## src/rtl/toggle_seq_pkg.sv

```systemverilog
// Shared types and constants for the toggle-rate sequencer: FSM states,
// profile mode codes, the rate ceiling and the triangle direction flag.
package toggle_seq_pkg;

   localparam int MAX_RATE = 100;

   localparam logic [1:0] MODE_UP    = 2'd0;
   localparam logic [1:0] MODE_DOWN  = 2'd1;
   localparam logic [1:0] MODE_TRI   = 2'd2;
   localparam logic [1:0] MODE_FIXED = 2'd3;

   typedef enum logic [1:0] {
      IDLE = 2'd0,
      RUN  = 2'd1,
      DONE = 2'd2
   } seq_state_t;

   typedef enum logic {
      DIR_UP   = 1'b0,
      DIR_DOWN = 1'b1
   } tri_dir_t;

endpackage

```

## src/rtl/toggle_dwell_timer.sv

```systemverilog
// Loadable down-counter timing how long each rate level is held; expire
// pulses on the last cycle of the dwell while the sequencer is running.
module toggle_dwell_timer #(
   parameter int DWELL_WIDTH = 32
) (
   input  logic                   clk,
   input  logic                   rst_n,
   input  logic                   load,
   input  logic [DWELL_WIDTH-1:0] value,
   input  logic                   run,
   output logic                   expire
);

   logic [DWELL_WIDTH-1:0] cnt_q;

   // Loaded with value-1 so a dwell of N expires on its Nth cycle.
   always_ff @(posedge clk or negedge rst_n) begin
      if (!rst_n) begin
         cnt_q <= '0;
      end else if (load) begin
         cnt_q <= value - DWELL_WIDTH'(1);
      end else if (cnt_q != '0) begin
         cnt_q <= cnt_q - DWELL_WIDTH'(1);
      end
   end

   assign expire = run && (cnt_q == '0);

endmodule

```

## src/rtl/toggle_rate_sequencer.sv

```systemverilog
// Profile sequencer producing toggle_rate for the power-load arrays.
// Optional macro TOGGLE_SEQ_CYCLE_COUNT_EN enables the run_cycles counter.
module toggle_rate_sequencer
   import toggle_seq_pkg::*;
#(
   parameter int TR_WIDTH    = 7,
   parameter int MAX_RATE    = toggle_seq_pkg::MAX_RATE,
   parameter int DWELL_WIDTH = 32
) (
   input  logic                   clk,
   input  logic                   rst_n,
   input  logic                   start,
   input  logic                   stop,
   input  logic [1:0]             cfg_mode,
   input  logic [TR_WIDTH-1:0]    cfg_min,
   input  logic [TR_WIDTH-1:0]    cfg_max,
   input  logic [TR_WIDTH-1:0]    cfg_step,
   input  logic [DWELL_WIDTH-1:0] cfg_dwell,
   output logic [TR_WIDTH-1:0]    toggle_rate,
   output logic                   busy,
   output logic                   done,
   output logic                   step_strobe,
   output logic [31:0]            run_cycles
);

   localparam int AW = TR_WIDTH + 1;
   typedef logic [TR_WIDTH-1:0] rate_t;

   function automatic rate_t clamp_rate(input rate_t v);
      if (int'(v) > MAX_RATE) return rate_t'(MAX_RATE);
      return v;
   endfunction

   function automatic rate_t sat_add(input rate_t cur, input rate_t step, input rate_t lim);
      logic [AW-1:0] sum;
      sum = {1'b0, cur} + {1'b0, step};
      if (sum > {1'b0, lim}) return lim;
      return sum[TR_WIDTH-1:0];
   endfunction

   function automatic rate_t sat_sub(input rate_t cur, input rate_t step, input rate_t lim);
      logic signed [AW-1:0] diff;
      diff = $signed({1'b0, cur}) - $signed({1'b0, step});
      if (diff < $signed({1'b0, lim})) return lim;
      return diff[TR_WIDTH-1:0];
   endfunction

   seq_state_t state_q, state_d;
   tri_dir_t   dir_q, dir_d;
   rate_t      rate_q, rate_d;
   logic       busy_q, busy_d, strobe_q, strobe_d, done_q, done_d;

   rate_t                  s_min, s_max, s_step;
   logic [DWELL_WIDTH-1:0] s_dwell;
   logic [1:0]             sh_mode;
   rate_t                  sh_min, sh_max, sh_step;
   logic [DWELL_WIDTH-1:0] sh_dwell;

   logic                   start_fire, tmr_load, tmr_expire;
   logic [DWELL_WIDTH-1:0] tmr_value;

   // Sanitised view of the live configuration, captured at start.
   always_comb begin
      s_min   = clamp_rate(cfg_min);
      s_max   = clamp_rate(cfg_max);
      if (s_min > s_max) s_max = s_min;
      s_step  = (cfg_step == '0) ? rate_t'(1) : cfg_step;
      s_dwell = (cfg_dwell == '0) ? DWELL_WIDTH'(1) : cfg_dwell;
   end

   assign start_fire = (state_q == IDLE) && start && !stop;

   always_ff @(posedge clk) begin
      if (start_fire) begin
         sh_mode  <= cfg_mode;
         sh_min   <= s_min;
         sh_max   <= s_max;
         sh_step  <= s_step;
         sh_dwell <= s_dwell;
      end
   end

   toggle_dwell_timer #(.DWELL_WIDTH(DWELL_WIDTH)) u_timer (
      .clk    (clk),
      .rst_n  (rst_n),
      .load   (tmr_load),
      .value  (tmr_value),
      .run    (state_q == RUN),
      .expire (tmr_expire)
   );

   always_ff @(posedge clk or negedge rst_n) begin
      if (!rst_n) begin
         state_q  <= IDLE;
         dir_q    <= DIR_UP;
         rate_q   <= '0;
         busy_q   <= 1'b0;
         strobe_q <= 1'b0;
         done_q   <= 1'b0;
      end else begin
         state_q  <= state_d;
         dir_q    <= dir_d;
         rate_q   <= rate_d;
         busy_q   <= busy_d;
         strobe_q <= strobe_d;
         done_q   <= done_d;
      end
   end

   always_comb begin
      state_d   = state_q;
      dir_d     = dir_q;
      rate_d    = rate_q;
      busy_d    = busy_q;
      strobe_d  = 1'b0;
      done_d    = 1'b0;
      tmr_load  = 1'b0;
      tmr_value = sh_dwell;
      case (state_q)
         IDLE: begin
            rate_d = '0;
            busy_d = 1'b0;
            if (start_fire) begin
               state_d   = RUN;
               busy_d    = 1'b1;
               strobe_d  = 1'b1;
               dir_d     = DIR_UP;
               tmr_load  = 1'b1;
               tmr_value = s_dwell;
               rate_d    = (cfg_mode == MODE_DOWN) ? s_max : s_min;
            end
         end
         RUN: begin
            if (stop) begin
               state_d = IDLE;
               rate_d  = '0;
               busy_d  = 1'b0;
            end else if (tmr_expire) begin
               tmr_load = 1'b1;
               case (sh_mode)
                  MODE_UP: begin
                     if (rate_q == sh_max) begin
                        state_d  = DONE;
                        rate_d   = '0;
                        busy_d   = 1'b0;
                        done_d   = 1'b1;
                        tmr_load = 1'b0;
                     end else begin
                        rate_d   = sat_add(rate_q, sh_step, sh_max);
                        strobe_d = 1'b1;
                     end
                  end
                  MODE_DOWN: begin
                     if (rate_q == sh_min) begin
                        state_d  = DONE;
                        rate_d   = '0;
                        busy_d   = 1'b0;
                        done_d   = 1'b1;
                        tmr_load = 1'b0;
                     end else begin
                        rate_d   = sat_sub(rate_q, sh_step, sh_min);
                        strobe_d = 1'b1;
                     end
                  end
                  MODE_TRI: begin
                     strobe_d = 1'b1;
                     // Reverse on reaching an endpoint so it is held for a single dwell.
                     if (sh_min == sh_max) begin
                        rate_d = rate_q;
                     end else if (dir_q == DIR_UP) begin
                        if (rate_q == sh_max) begin
                           dir_d  = DIR_DOWN;
                           rate_d = sat_sub(rate_q, sh_step, sh_min);
                        end else begin
                           rate_d = sat_add(rate_q, sh_step, sh_max);
                        end
                     end else begin
                        if (rate_q == sh_min) begin
                           dir_d  = DIR_UP;
                           rate_d = sat_add(rate_q, sh_step, sh_max);
                        end else begin
                           rate_d = sat_sub(rate_q, sh_step, sh_min);
                        end
                     end
                  end
                  default: ;
               endcase
            end
         end
         DONE: begin
            state_d = IDLE;
            rate_d  = '0;
            busy_d  = 1'b0;
         end
         default: begin
            state_d = IDLE;
            rate_d  = '0;
            busy_d  = 1'b0;
         end
      endcase
   end

   assign toggle_rate = rate_q;
   assign busy        = busy_q;
   assign done        = done_q;
   assign step_strobe = strobe_q;

`ifdef TOGGLE_SEQ_CYCLE_COUNT_EN
   logic [31:0] run_cnt_q;

   always_ff @(posedge clk or negedge rst_n) begin
      if (!rst_n) begin
         run_cnt_q <= '0;
      end else if (start_fire) begin
         run_cnt_q <= '0;
      end else if (busy_q && (run_cnt_q != '1)) begin
         run_cnt_q <= run_cnt_q + 32'd1;
      end
   end

   assign run_cycles = run_cnt_q;
`else
   assign run_cycles = '0;
`endif

endmodule

```

## config.mk

```make
export PLATFORM = sky130hd
export DESIGN_NAME = toggle_rate_sequencer
export DESIGN_NICKNAME = d
export VERILOG_FILES = /design/src/rtl/toggle_seq_pkg.sv /design/src/rtl/toggle_dwell_timer.sv /design/src/rtl/toggle_rate_sequencer.sv
export SDC_FILE = /design/constraint.sdc
export NUM_CORES = 1
export LEC_CHECK = 0
export BUFFER_PORTS_ARGS = -buffer_cell sky130_fd_sc_hd__buf_4
export CORE_MARGIN = 3
export CORE_UTILIZATION = 55
export CTS_CLUSTER_DIAMETER = 100
export DETAILED_ROUTE_END_ITERATION = 8
export GPL_ROUTABILITY_DRIVEN = 1
export GPL_TIMING_DRIVEN = 0
export HOLD_SLACK_MARGIN = 0.05
export PLACE_DENSITY = 0.77
export SLEW_MARGIN = 20
export SYNTH_ARGS = -nofsm -noshare
export SYNTH_HDL_FRONTEND = slang
export SYNTH_SLANG_ARGS = --single-unit
```

## constraint.sdc

```tcl
create_clock -name clk -period 6.35 [get_ports clk]
set_input_delay 0.635 -clock clk [delete_from_list [all_inputs] [get_ports clk]]
set_output_delay 0.635 -clock clk [all_outputs]
set_load 0.1 [all_outputs]
```

==> flow_metrics.tcl, run 1 <==
set metrics [dict create \
    synth_top_area_share_pct 16.0 \
    insertion_delay_ns 0.37 \
    start_util_pct 57.3 \
    synthArstFlopShare_pct 45.0 \
    setup_viol 0 \
    dieWidth_um 119 \
    period_needed_ns 5.81 \
    antenna-diode-count 0 \
    io_pins 101 \
    portBuffers 68 \
    routed_via_density 5.83 \
    antenna_found_initial 0 \
    synthCells 785 \
    cellPowerDensity_nw_per_um2 300 \
    drtIter0Drc 489 \
    slowest_stage "or4_4" \
    slew_headroom_pct 28.8 \
    yosys-top-cells-area "dfrtp_1, edfxtp_1, dfxtp_1" \
    cp-start-kind "flip-flop" \
    status "completed" \
    clockPowerShare_pct 21.8 \
    dp_slack_ns 0.0891 \
    ys_seq_area_share_pct 35.0 \
    synth.cell_area_um2 7020 \
    area_growth_pct 16.5 \
    finalCritPeriodShare_pct 91.5 \
    routed_wl_mm 19.3 \
    grt_max_degree 46 \
    hold_buffers 0 \
    synthAdderAreaFrac_pct 7.52 \
    holdWs_ns 0.287 \
    synth_top_flop_cell "dfrtp_1" \
    path_cells "or3_1 > or4_4 > nor4_2 > o31ai_1 > buf_2 > nand2_1 > clkbuf_4 > mux2i_1 > ha_1 > o21ai_0 > mux2i_4 > nor4b_4 > nand4_2 > nand2b_1 > a21oi_1 > mux2_2" \
    vias 6231 \
    die_height_um 119 \
    p_leak_nw 3.65 \
    clockBufferDepth 2 \
    grt_pass1_vias 6122 \
    required_ns 6.59 \
    routedWlPerCell_um 18.1 \
    crit_path_end_kind "flip-flop" \
    n_fill_cell 1048 \
    globalplace.congestion 0.956 \
    dp.cells 1053 \
    grtUsageTotal_pct 27.3 \
    timing.setup.tns_ns 0 \
    path_delay_family "simple AND/OR/NAND/NOR gates" \
    grt_setup_unrepaired "false" \
    fin_cells 1068 \
    htree_levels 3 \
    grt_pass1_wl_mm 30.8 \
    hold_path.class "in2async" \
    synth-compound-area-share_pct 18.0 \
    critPathKind "reg2reg" \
    layout_setup_ws_ns 0.538 \
    avgSynthCellArea_um2 8.94 \
    worst-path-buf-inv 2 \
    cts_made_buffers 9 \
    pwr-share-seq_pct 37.4 \
    vdd_ir_drop_max_mv 0.222 \
    yosys.area.top_type "dfrtp_1" \
    worstPathArrival_ns 6.05 \
    p_switching_mw 0.985 \
    die_area_um2 14200 \
    crit_fanout 19 \
    ys_ff_latch 100 \
    antenna_left 0 \
    cts_tree "yes" \
    synth_top_family_by_area "compound AO/OA/AOI/OAI gates" \
    internal_power_mw 1.47 \
    layout-drive-gt1-share_pct 17.8 \
    maxSlewViolCount 0 \
    fin_total_pwr_mw 2.45 \
    worstRegToRegCells 16 \
    rows 40 \
    yosys.area_share.simple_pct 17.8 \
    cts.clk_slew.worst_paths_ns 0.07 \
    combPwrFrac_pct 40.8 \
    hold_violations 0 \
    utilization_pct 66.7 \
    cts_setup_buffers 0 \
    dr.pass1.iters 6 \
    synth_mux_area_share_pct 5.36 \
    fmax_mhz 172 \
    worstSetupPathDepth 16 \
    ctsRootBufferMaster "clkbuf_16" \
    overflow 0 \
    drc_errors 0 \
    yosysWarnings 0 \
    synth_cell_types 81 \
    nets 995 \
    worstMarginPinSlew_ns 1.06 \
    synth_xor_area_share_pct 8.23 \
    placed_cell_area_um2 7890 \
    finClkSkew_ns 0.0111 \
    switching_share_pct 40.1 \
    numClockSinks 100 \
    final_area_um2 8180 \
    synth_edf_count 23 \
    cap_violations 0 \
    slowest_delay_ns 0.46 \
    dp_hpwl_mm 15.0 \
    core_um2 12300 \
]
==> power by group through the flow <==
stage,Clock [mW],Sequential (mW),Combinational (mW)
global placement,0,0.919,0.952
global route,0.566,0.933,1.10
CTS,0.543,0.912,0.990
finish,0.536,0.917,1.00
detailed placement,0,0.924,0.982
floorplan,0,0.948,0.717
==> registers in the layout, summed over array words and instances, names as in the netlist <==
name,flops
sh_dwell,32
u_timer.cnt_q,32
sh_max,7
sh_min,7
sh_step,7
toggle_rate,7
sh_mode,2
state_q,2
busy,1
dir_q,1
done,1
step_strobe,1
==> cell type report <==
class                           instances  area, um^2  area share, %
Buffer                                 63         378           4.62
Clock buffer                           11         236           2.89
Clock inverter                          5        43.8          0.535
Inverter                               50         188           2.29
Multi-Input combinational cell        602        4130           50.5
Sequential cell                       100        2460           30.0
Tap cell                              168         210           2.57
Timing Repair Buffer                   69         538           6.58
==> per-layer routing <==
metal,vias up,track usage (%),wire (um)
met3,31,6.98,1560
met2,253,41.9,8610
met4,0,7.68,344
met1,2977,38.2,8770
met5,-,0,0
li1,2970,-,-
==> layout by cell type (no fill, tap or decap), types with 4 or more instances in the layout <==
master	n
xnor2_1	44
a21o_1	7
nand2_1	68
dfxtp_1	32
mux2_2	11
clkbuf_16	9
o21ai_0	30
a22o_1	18
edfxtp_1	23
o32ai_1	4
a21oi_1	42
nor3_1	33
o21a_1	6
xor2_1	22
clkbuf_1	23
or2_2	7
or3_1	5
nor2b_1	10
buf_1	4
nor2_1	62
nor4_1	13
inv_1	49
conb_1	32
dfrtp_1	45
buf_4	100
nand4_1	9
a31oi_1	8
ha_1	39
nand3_1	14
mux2i_1	23
o22ai_1	21
==> synth_stat cells, types with 8 or more instances <==
master and n:
o21ai_0 30, nor2_1 62, dfrtp_1 45, dfxtp_1 32, o22ai_1 21, nor2b_1 10, ha_1 39, a21oi_1 42
nand2_1 68, nand4_1 9, nor3_1 33, clkbuf_1 23, xor2_1 22, a22o_1 18, edfxtp_1 23, xnor2_1 44
buf_4 32, a31oi_1 8, nor4_1 14, mux2i_1 23, mux2_2 11, inv_1 49, nand3_1 14
==> path summary, 6_finish.rpt <==
| kind | start | end | slack [ns] |
|---|---|---|---|
| max in group asynchronous | rst_n | u_timer.cnt_q[20]$_DFFE_PN0P_ | 5.62 |
| worst max register to register | u_timer.cnt_q[25]$_DFFE_PN0P_ | u_timer.cnt_q[20]$_DFFE_PN0P_ | 0.54 |
| worst max-delay path | u_timer.cnt_q[25]$_DFFE_PN0P_ | u_timer.cnt_q[20]$_DFFE_PN0P_ | 0.54 |
| worst min register to register | sh_dwell[16]$_DFF_P_ | sh_dwell[16]$_DFF_P_ | 0.45 |
| worst min-delay path | rst_n | u_timer.cnt_q[6]$_DFFE_PN0P_ | 0.29 |
| min in group clk | sh_dwell[16]$_DFF_P_ | sh_dwell[16]$_DFF_P_ | 0.45 |
==> cells by family (layout without fill, tap and decap cells) <==
logic type / after synthesis / in the layout
other cells: 1 / 32
xor+xnor: 66 / 66
compound gates: 180 / 180
flops: 100 / 100
simple gates: 248 / 248
mux: 35 / 35
buf+inv: 114 / 198
fa+ha+maj: 41 / 41
==> timing repair <==
item / in CTS / in global routing
resized for setup: 0 / 2
setup endpoints to repair: 0 / 7
endpoints found under the hold margin: 0 / 0
Power figures use the tool's default switching activity.
==> run 2: changes to the inputs <==
- BUFFER_PORTS_ARGS: -buffer_cell sky130_fd_sc_hd__buf_4 -> default
- DONT_BUFFER_PORTS: default -> 1
- PLACE_DENSITY: 0.77 -> 0.67
- clock period: 6.35 -> 5.8 ns (I/O delays scaled with it)
==> run 2 against run 1 <==
  * Hold slack lost 0.21 ns
  * Final area fell by 4.9%
  * Critical endpoint unchanged
  * Sequential power increased by 18%
  * Non-clock buffer count shrank 67
  * Register-to-register slack worse by 0.27 ns
  * Critical path depth unchanged
  * Sequential share of layout area increased by 1.8 points
  * Largest power group is now sequential cells
  * Sequential cell count unchanged
  * Die area unchanged
==> flow_metrics.tcl, run 2 (synthesis gave the netlist of run 1 again) <==
set metrics [dict create \
    dp_slack_ns -0.852 \
    pwr-share-seq_pct 40.1 \
    cap_violations 0 \
    cts_made_buffers 9 \
    cts_tree "yes" \
    start_util_pct 57.3 \
    core_um2 12300 \
    placed_cell_area_um2 7380 \
    antenna_left 0 \
    slowest_delay_ns 0.66 \
    globalplace.congestion 0.939 \
    grt_setup_unrepaired "false" \
    grtUsageTotal_pct 28.3 \
    htree_levels 3 \
    nets 928 \
    required_ns 6.03 \
    status "completed" \
    hold_path.class "in2async" \
    clockBufferDepth 2 \
    dr_wl_met3_mm 2.04 \
    top_regs "sh_dwell x32, u_timer.cnt_q x32" \
    portBuffers 0 \
    antenna-diode-count 0 \
    wl_met1_mm 8.75 \
    wl_met2_mm 8.75 \
    io_pins 101 \
    maxSlewViolCount 0 \
    slew_headroom_pct 30.8 \
    routedWlPerCell_um 19.8 \
    die_area_um2 14200 \
    antenna_found_initial 0 \
    die_height_um 119 \
    finalCritPeriodShare_pct 95.3 \
    routed_wl_mm 19.8 \
    most-common-layout-cells "nand2_1, nor2_1, inv_1, xnor2_1, a21oi_1" \
    cp-start-kind "flip-flop" \
    final_area_um2 7770 \
    rows 40 \
    p_switching_mw 1.06 \
    setup_viol 0 \
    n_fill_cell 1070 \
    combPwrFrac_pct 36.4 \
    crit_path_end_kind "flip-flop" \
    dr.pass1.iters 5 \
    layout_setup_ws_ns 0.271 \
    cts.clk_slew.worst_paths_ns 0.07 \
    internal_power_mw 1.65 \
    clockPowerShare_pct 23.6 \
    drc_errors 0 \
    path_cells "xnor2_1 > nand4_1 > o41a_1 > o31ai_2 > clkbuf_4 > nand2_2 > buf_4 > mux2i_1 > ha_1 > o21ai_0 > mux2i_4 > nor4b_4 > nand4_4 > nand2b_1 > a21oi_1 > mux2_2" \
    grt_max_degree 46 \
    slowest_stage "dfrtp_4" \
    drtIter0Drc 520 \
    insertion_delay_ns 0.36 \
    routed_via_density 6.02 \
    timing.setup.tns_ns 0 \
    p_leak_nw 3.33 \
    finClkSkew_ns 0.0144 \
    final_common_cell "nand2_1" \
    layout-drive-gt1-share_pct 12.4 \
    critPathKind "reg2reg" \
    crit_fanout 19 \
    dieWidth_um 119 \
    vdd_ir_drop_max_mv 0.253 \
    worstMarginPinSlew_ns 1.03 \
    grt_pass1_vias 6019 \
    area_growth_pct 10.7 \
    overflow 0 \
    highest_layer "met4" \
    period_needed_ns 5.53 \
    vias 6023 \
    worstPathArrival_ns 5.76 \
    grt_pass1_wl_mm 31.5 \
    switching_share_pct 39.1 \
    cts_setup_buffers 0 \
    hold_violations 0 \
    dp_hpwl_mm 15.1 \
    holdWs_ns 0.0782 \
    cellPowerDensity_nw_per_um2 348 \
    numClockSinks 100 \
    fmax_mhz 181 \
    ctsRootBufferMaster "clkbuf_16" \
]
run 2: cell types whose count changed in the layout (fill, tap and decap cells not counted), sizes merged:
cell / previous run / this run
bufinv: 0 / 1
clkinv: 3 / 1
inv: 52 / 49
clkbuf: 35 / 37
clkinvlp: 0 / 2
buf: 108 / 41
run 2: area by class of cell:
type / count / area [um^2] / area share [%]
Multi-Input combinational cell: 602 / 4150 / 53.3
Clock buffer: 13 / 270 / 3.48
Timing Repair Buffer: 2 / 55.1 / 0.708
Inverter: 50 / 188 / 2.41
Sequential cell: 100 / 2480 / 31.9
Clock inverter: 3 / 45.0 / 0.579
Tap cell: 168 / 210 / 2.70
Buffer: 63 / 380 / 4.89
run 2: path summary, 6_finish.rpt:
kind | start | to | slack, ns | cells after the start
max | toggle_rate[1]$_DFFE_PN0P_ | u_timer.cnt_q[20]$_DFFE_PN0P_ | 0.27 | 16
min | rst_n | toggle_rate[6]$_DFFE_PN0P_ | 0.08 | 1
max reg2reg | toggle_rate[1]$_DFFE_PN0P_ | u_timer.cnt_q[20]$_DFFE_PN0P_ | 0.27 | 16
min reg2reg | sh_dwell[21]$_DFF_P_ | sh_dwell[21]$_DFF_P_ | 0.47 | 2
max in group asynchronous | rst_n | toggle_rate[0]$_DFFE_PN0P_ | 5.48 | 1
min in group clk | cfg_mode[1] | sh_mode[1]$_DFFE_PP_ | 0.32 | 0
run 2: through the flow:
step	total power [mW]	cells	utilization [%]
final	2.70	1001	63.4
after detailed placement	2.03	985	60.2
after global routing	2.86	1001	63.4
after floorplan	1.82	816	-
after global placement	2.00	984	59.9
after CTS	2.69	1001	63.2
run 2: power by group through the flow:
stage | combinational, mW | sequential (mW) | clock, mW
6_report | 0.983 | 1.08 | 0.637
5_1_grt | 1.08 | 1.10 | 0.677
4_1_cts | 0.966 | 1.08 | 0.649
3_5_place_dp | 0.949 | 1.08 | 0
3_3_place_gp | 0.919 | 1.08 | 0
2_1_floorplan | 0.785 | 1.04 | 0
run 2: per-layer routing:
layer | global-route usage, % | up-vias
met1 | 39.9 | 2862
met2 | 42.8 | 290
met3 | 8.21 | 30
met4 | 7.02 | 0
li1 | - | 2841
met5 | 0 | -
run 2: worst max-delay path, delay by kind of cell, from the launching register on:
family | cells | cell delay [ns]
AND/OR/NAND/NOR | 5 | 1.43
adder cells (fa/ha/maj) | 1 | 0.32
AO/OA/AOI/OAI | 4 | 1.19
flip-flops | 1 | 0.66
XOR/XNOR | 1 | 0.27
multiplexers | 3 | 0.84
buffers and inverters | 2 | 0.67
run 2: what timing repair did:
item	in CTS	in global routing
setup endpoints to repair	10	7
hold endpoints to repair	45	0
gates resized for setup	14	4
hold buffers	1	0
==> run 3: changes to the inputs <==
- CTS_BUF_LIST: default -> sky130_fd_sc_hd__clkbuf_8
- SKIP_CTS_REPAIR_TIMING: default -> 1
- SYNTH_HIERARCHICAL: default -> 1
==> run 3 against run 2 <==
  * Final cell count increased by 2.0%
  * Critical path type unchanged
  * Highest routed layer is now met5
  * Non-clock buffer count up 10
  * Largest power group unchanged
  * Area after synthesis increased by 3.5%
  * Power fell by 5.2%
  * Clock skew grew 0.0056 ns
  * Fmax up 0.34%
  * Sequential cell count is the same
  * Sequential share of layout area is 0.53 points lower
==> flow_metrics.tcl, run 3 <==
set metrics [dict create \
    cp-start-kind "flip-flop" \
    yosys.area.top_type "dfrtp_1" \
    dr.pass1.iters 7 \
    cts_tree "yes" \
    multi_input_area_um2 4370 \
    holdWs_ns 0.286 \
    routed_wl_mm 20.2 \
    p_leak_nw 3.42 \
    most-common-layout-cells "nor2_1, nand2_1, a22o_1, mux2i_1, dfrtp_1" \
    ctsRootBufferMaster "clkbuf_8" \
    synth_edf_count 23 \
    grt_pass1_vias 6017 \
    cts_made_buffers 9 \
    die_area_um2 14600 \
    switching_share_pct 43.0 \
    avgSynthCellArea_um2 9.07 \
    setup_viol 0 \
    cap_violations 0 \
    synth.cell_area_um2 7260 \
    synth_top_flop_cell "dfrtp_1" \
    slowest_stage "dfrtp_1" \
    hold_path.class "in2reg" \
    routedWlPerCell_um 19.7 \
    antenna_found_initial 1 \
    grtUsageTotal_pct 27.8 \
    holdCritStartpoint "cfg_mode[1]" \
    start_util_pct 56.9 \
    numClockSinks 100 \
    htree_levels 3 \
    period_needed_ns 5.51 \
    crit_path_end_kind "flip-flop" \
    pwr-share-seq_pct 42.7 \
    grt_max_degree 46 \
    worstRegToRegCells 17 \
    vdd_ir_drop_max_mv 0.205 \
    internal_power_mw 1.46 \
    p_switching_mw 1.10 \
    slew_headroom_pct 20.4 \
    synthArstFlopShare_pct 45.0 \
    dieWidth_um 121 \
    finClkSkew_ns 0.0200 \
    cpMostUsedCell "buf_2" \
    die_height_um 121 \
    path_cells "xor2_1 > nor4_1 > nand2_1 > and2_1 > a211oi_1 > o21ai_1 > buf_6 > buf_2 > buf_2 > buf_2 > buf_2 > mux2i_1 > ha_1 > o221ai_1 > nor4_4 > nand4_1 > mux2i_1" \
    fin_total_pwr_mw 2.56 \
    core_um2 12800 \
    crit_fanout 19 \
    area_growth_pct 8.08 \
    hold_depth 0 \
    layout-drive-gt1-share_pct 10.1 \
    vias 6293 \
    portBuffers 0 \
    cts.clk_slew.worst_paths_ns 0.11 \
    worstPathArrival_ns 5.77 \
    io_pins 101 \
    n_fill_cell 1121 \
    critPathKind "reg2reg" \
    regArea_um2 2460 \
    insertion_delay_ns 0.40 \
    top_regs "sh_dwell x32, u_timer/cnt_q x32" \
    cellPowerDensity_nw_per_um2 326 \
    clockBufferDepth 2 \
    fmax_mhz 181 \
    synthCells 801 \
    min_to "sh_mode[1]$_DFFE_PP_" \
    slowest_delay_ns 1.09 \
    ys_seq_area_share_pct 33.8 \
    rows 41 \
    yosys-top-cells-area "dfrtp_1, edfxtp_1, dfxtp_1" \
    r2r_setup_slack_ns 0.29 \
    final_common_cell "nor2_1" \
    combPwrFrac_pct 40.3 \
    yosysMostFrequentCell "nor2_1" \
    nets 944 \
    maxSlewViolCount 0 \
    r2r_end "u_timer/cnt_q[30]$_DFFE_PN0P_" \
    clockPowerShare_pct 16.9 \
    worstMarginPinSlew_ns 1.19 \
    ys_ff_latch 100 \
    finalCritPeriodShare_pct 95.0 \
    r2r-start "toggle_rate[0]$_DFFE_PN0P_" \
    antenna_left 0 \
    synth_top_area_share_pct 15.5 \
    routed_via_density 6.16 \
    antenna-diode-count 0 \
    status "completed" \
    drc_errors 0 \
    synth_cell_types 72 \
    synth_commonest_cells "nor2_1, nand2_1, a22o_1" \
    dp_hpwl_mm 15.5 \
    hold_violations 0 \
    yosysWarnings 6 \
    overflow 0 \
    grt_pass1_wl_mm 31.8 \
    drtIter0Drc 661 \
    globalplace.congestion 0.964 \
    required_ns 6.06 \
]
## run 3: power by group through the flow
| stage | sequential [mW] | clock [mW] | combinational [mW] |
|---|---|---|---|
| final | 1.10 | 0.434 | 1.03 |
| after global routing | 1.11 | 0.473 | 1.14 |
| after CTS | 1.09 | 0.446 | 1.00 |
| after detailed placement | 1.10 | 0 | 0.995 |
| after global placement | 1.10 | 0 | 0.972 |
| after floorplan | 1.04 | 0 | 0.825 |
## run 3: through the flow
step                      instance area, um^2  setup WS (ns)  instances  TNS [ns]  util (%)
after floorplan                          7380           1.10        832         0         -
after global placement                   7590         -0.442       1004     -1.36      59.5
after detailed placement                 7600         -0.605       1004     -1.94      59.5
after CTS                                7780         -0.659       1020     -2.08      60.9
after global routing                     7850        -0.0183       1021   -0.0183      61.5
final                                    7850          0.289       1021         0      61.5
## run 3: metal layers
layer / up-vias / routed length, um / track usage (%)
met5: - / 13 / 0
li1: 2959 / - / -
met1: 2992 / 9370 / 40.5
met4: 2 / 252 / 6.16
met3: 25 / 1930 / 7.37
met2: 315 / 8590 / 41.6
## run 3: worst max path at each step
stage                                             start                       endpoint  slack [ns]  cells after the start
after floorplan              toggle_rate[1]$_DFFE_PN0P_  u_timer/cnt_q[30]$_DFFE_PN0P_        1.10                     18
after global placement    u_timer/cnt_q[21]$_DFFE_PN0P_  u_timer/cnt_q[30]$_DFFE_PN0P_       -0.44                     17
after detailed placement  u_timer/cnt_q[20]$_DFFE_PN0P_  u_timer/cnt_q[30]$_DFFE_PN0P_       -0.61                     17
after CTS                 u_timer/cnt_q[21]$_DFFE_PN0P_  u_timer/cnt_q[30]$_DFFE_PN0P_       -0.66                     17
after global routing      u_timer/cnt_q[21]$_DFFE_PN0P_  u_timer/cnt_q[30]$_DFFE_PN0P_       -0.02                     16
final                        toggle_rate[0]$_DFFE_PN0P_  u_timer/cnt_q[30]$_DFFE_PN0P_        0.29                     17
## run 3: cell families after synthesis
| group | after synthesis | synth area share, % |
|---|---|---|
| fa+ha+maj | 41 | 7.27 |
| flops | 100 | 33.8 |
| xor+xnor | 42 | 5.06 |
| compound gates | 175 | 17.9 |
| mux | 62 | 8.72 |
| simple gates | 265 | 19.1 |
| buf+inv | 115 | 8.04 |
| other cells | 1 | 0.0516 |
## run 3: critical path, delay by kind of cell (launching register included)
kind | cells | cell delay, ns
AND/OR/NAND/NOR | 5 | 1.49
buffers and inverters | 5 | 1.14
flip-flops | 1 | 1.09
AO/OA/AOI/OAI | 3 | 0.73
multiplexers | 2 | 0.43
adder cells (fa/ha/maj) | 1 | 0.31
XOR/XNOR | 1 | 0.16
## run 3: cell type report
cell class | count | share of cell area [%]
Inverter | 41 | 1.96
Sequential cell | 100 | 31.4
Clock inverter | 7 | 0.733
Clock buffer | 9 | 1.58
Multi-Input combinational cell | 617 | 55.7
Buffer | 73 | 5.44
Timing Repair Buffer | 2 | 0.478
Tap cell | 172 | 2.74
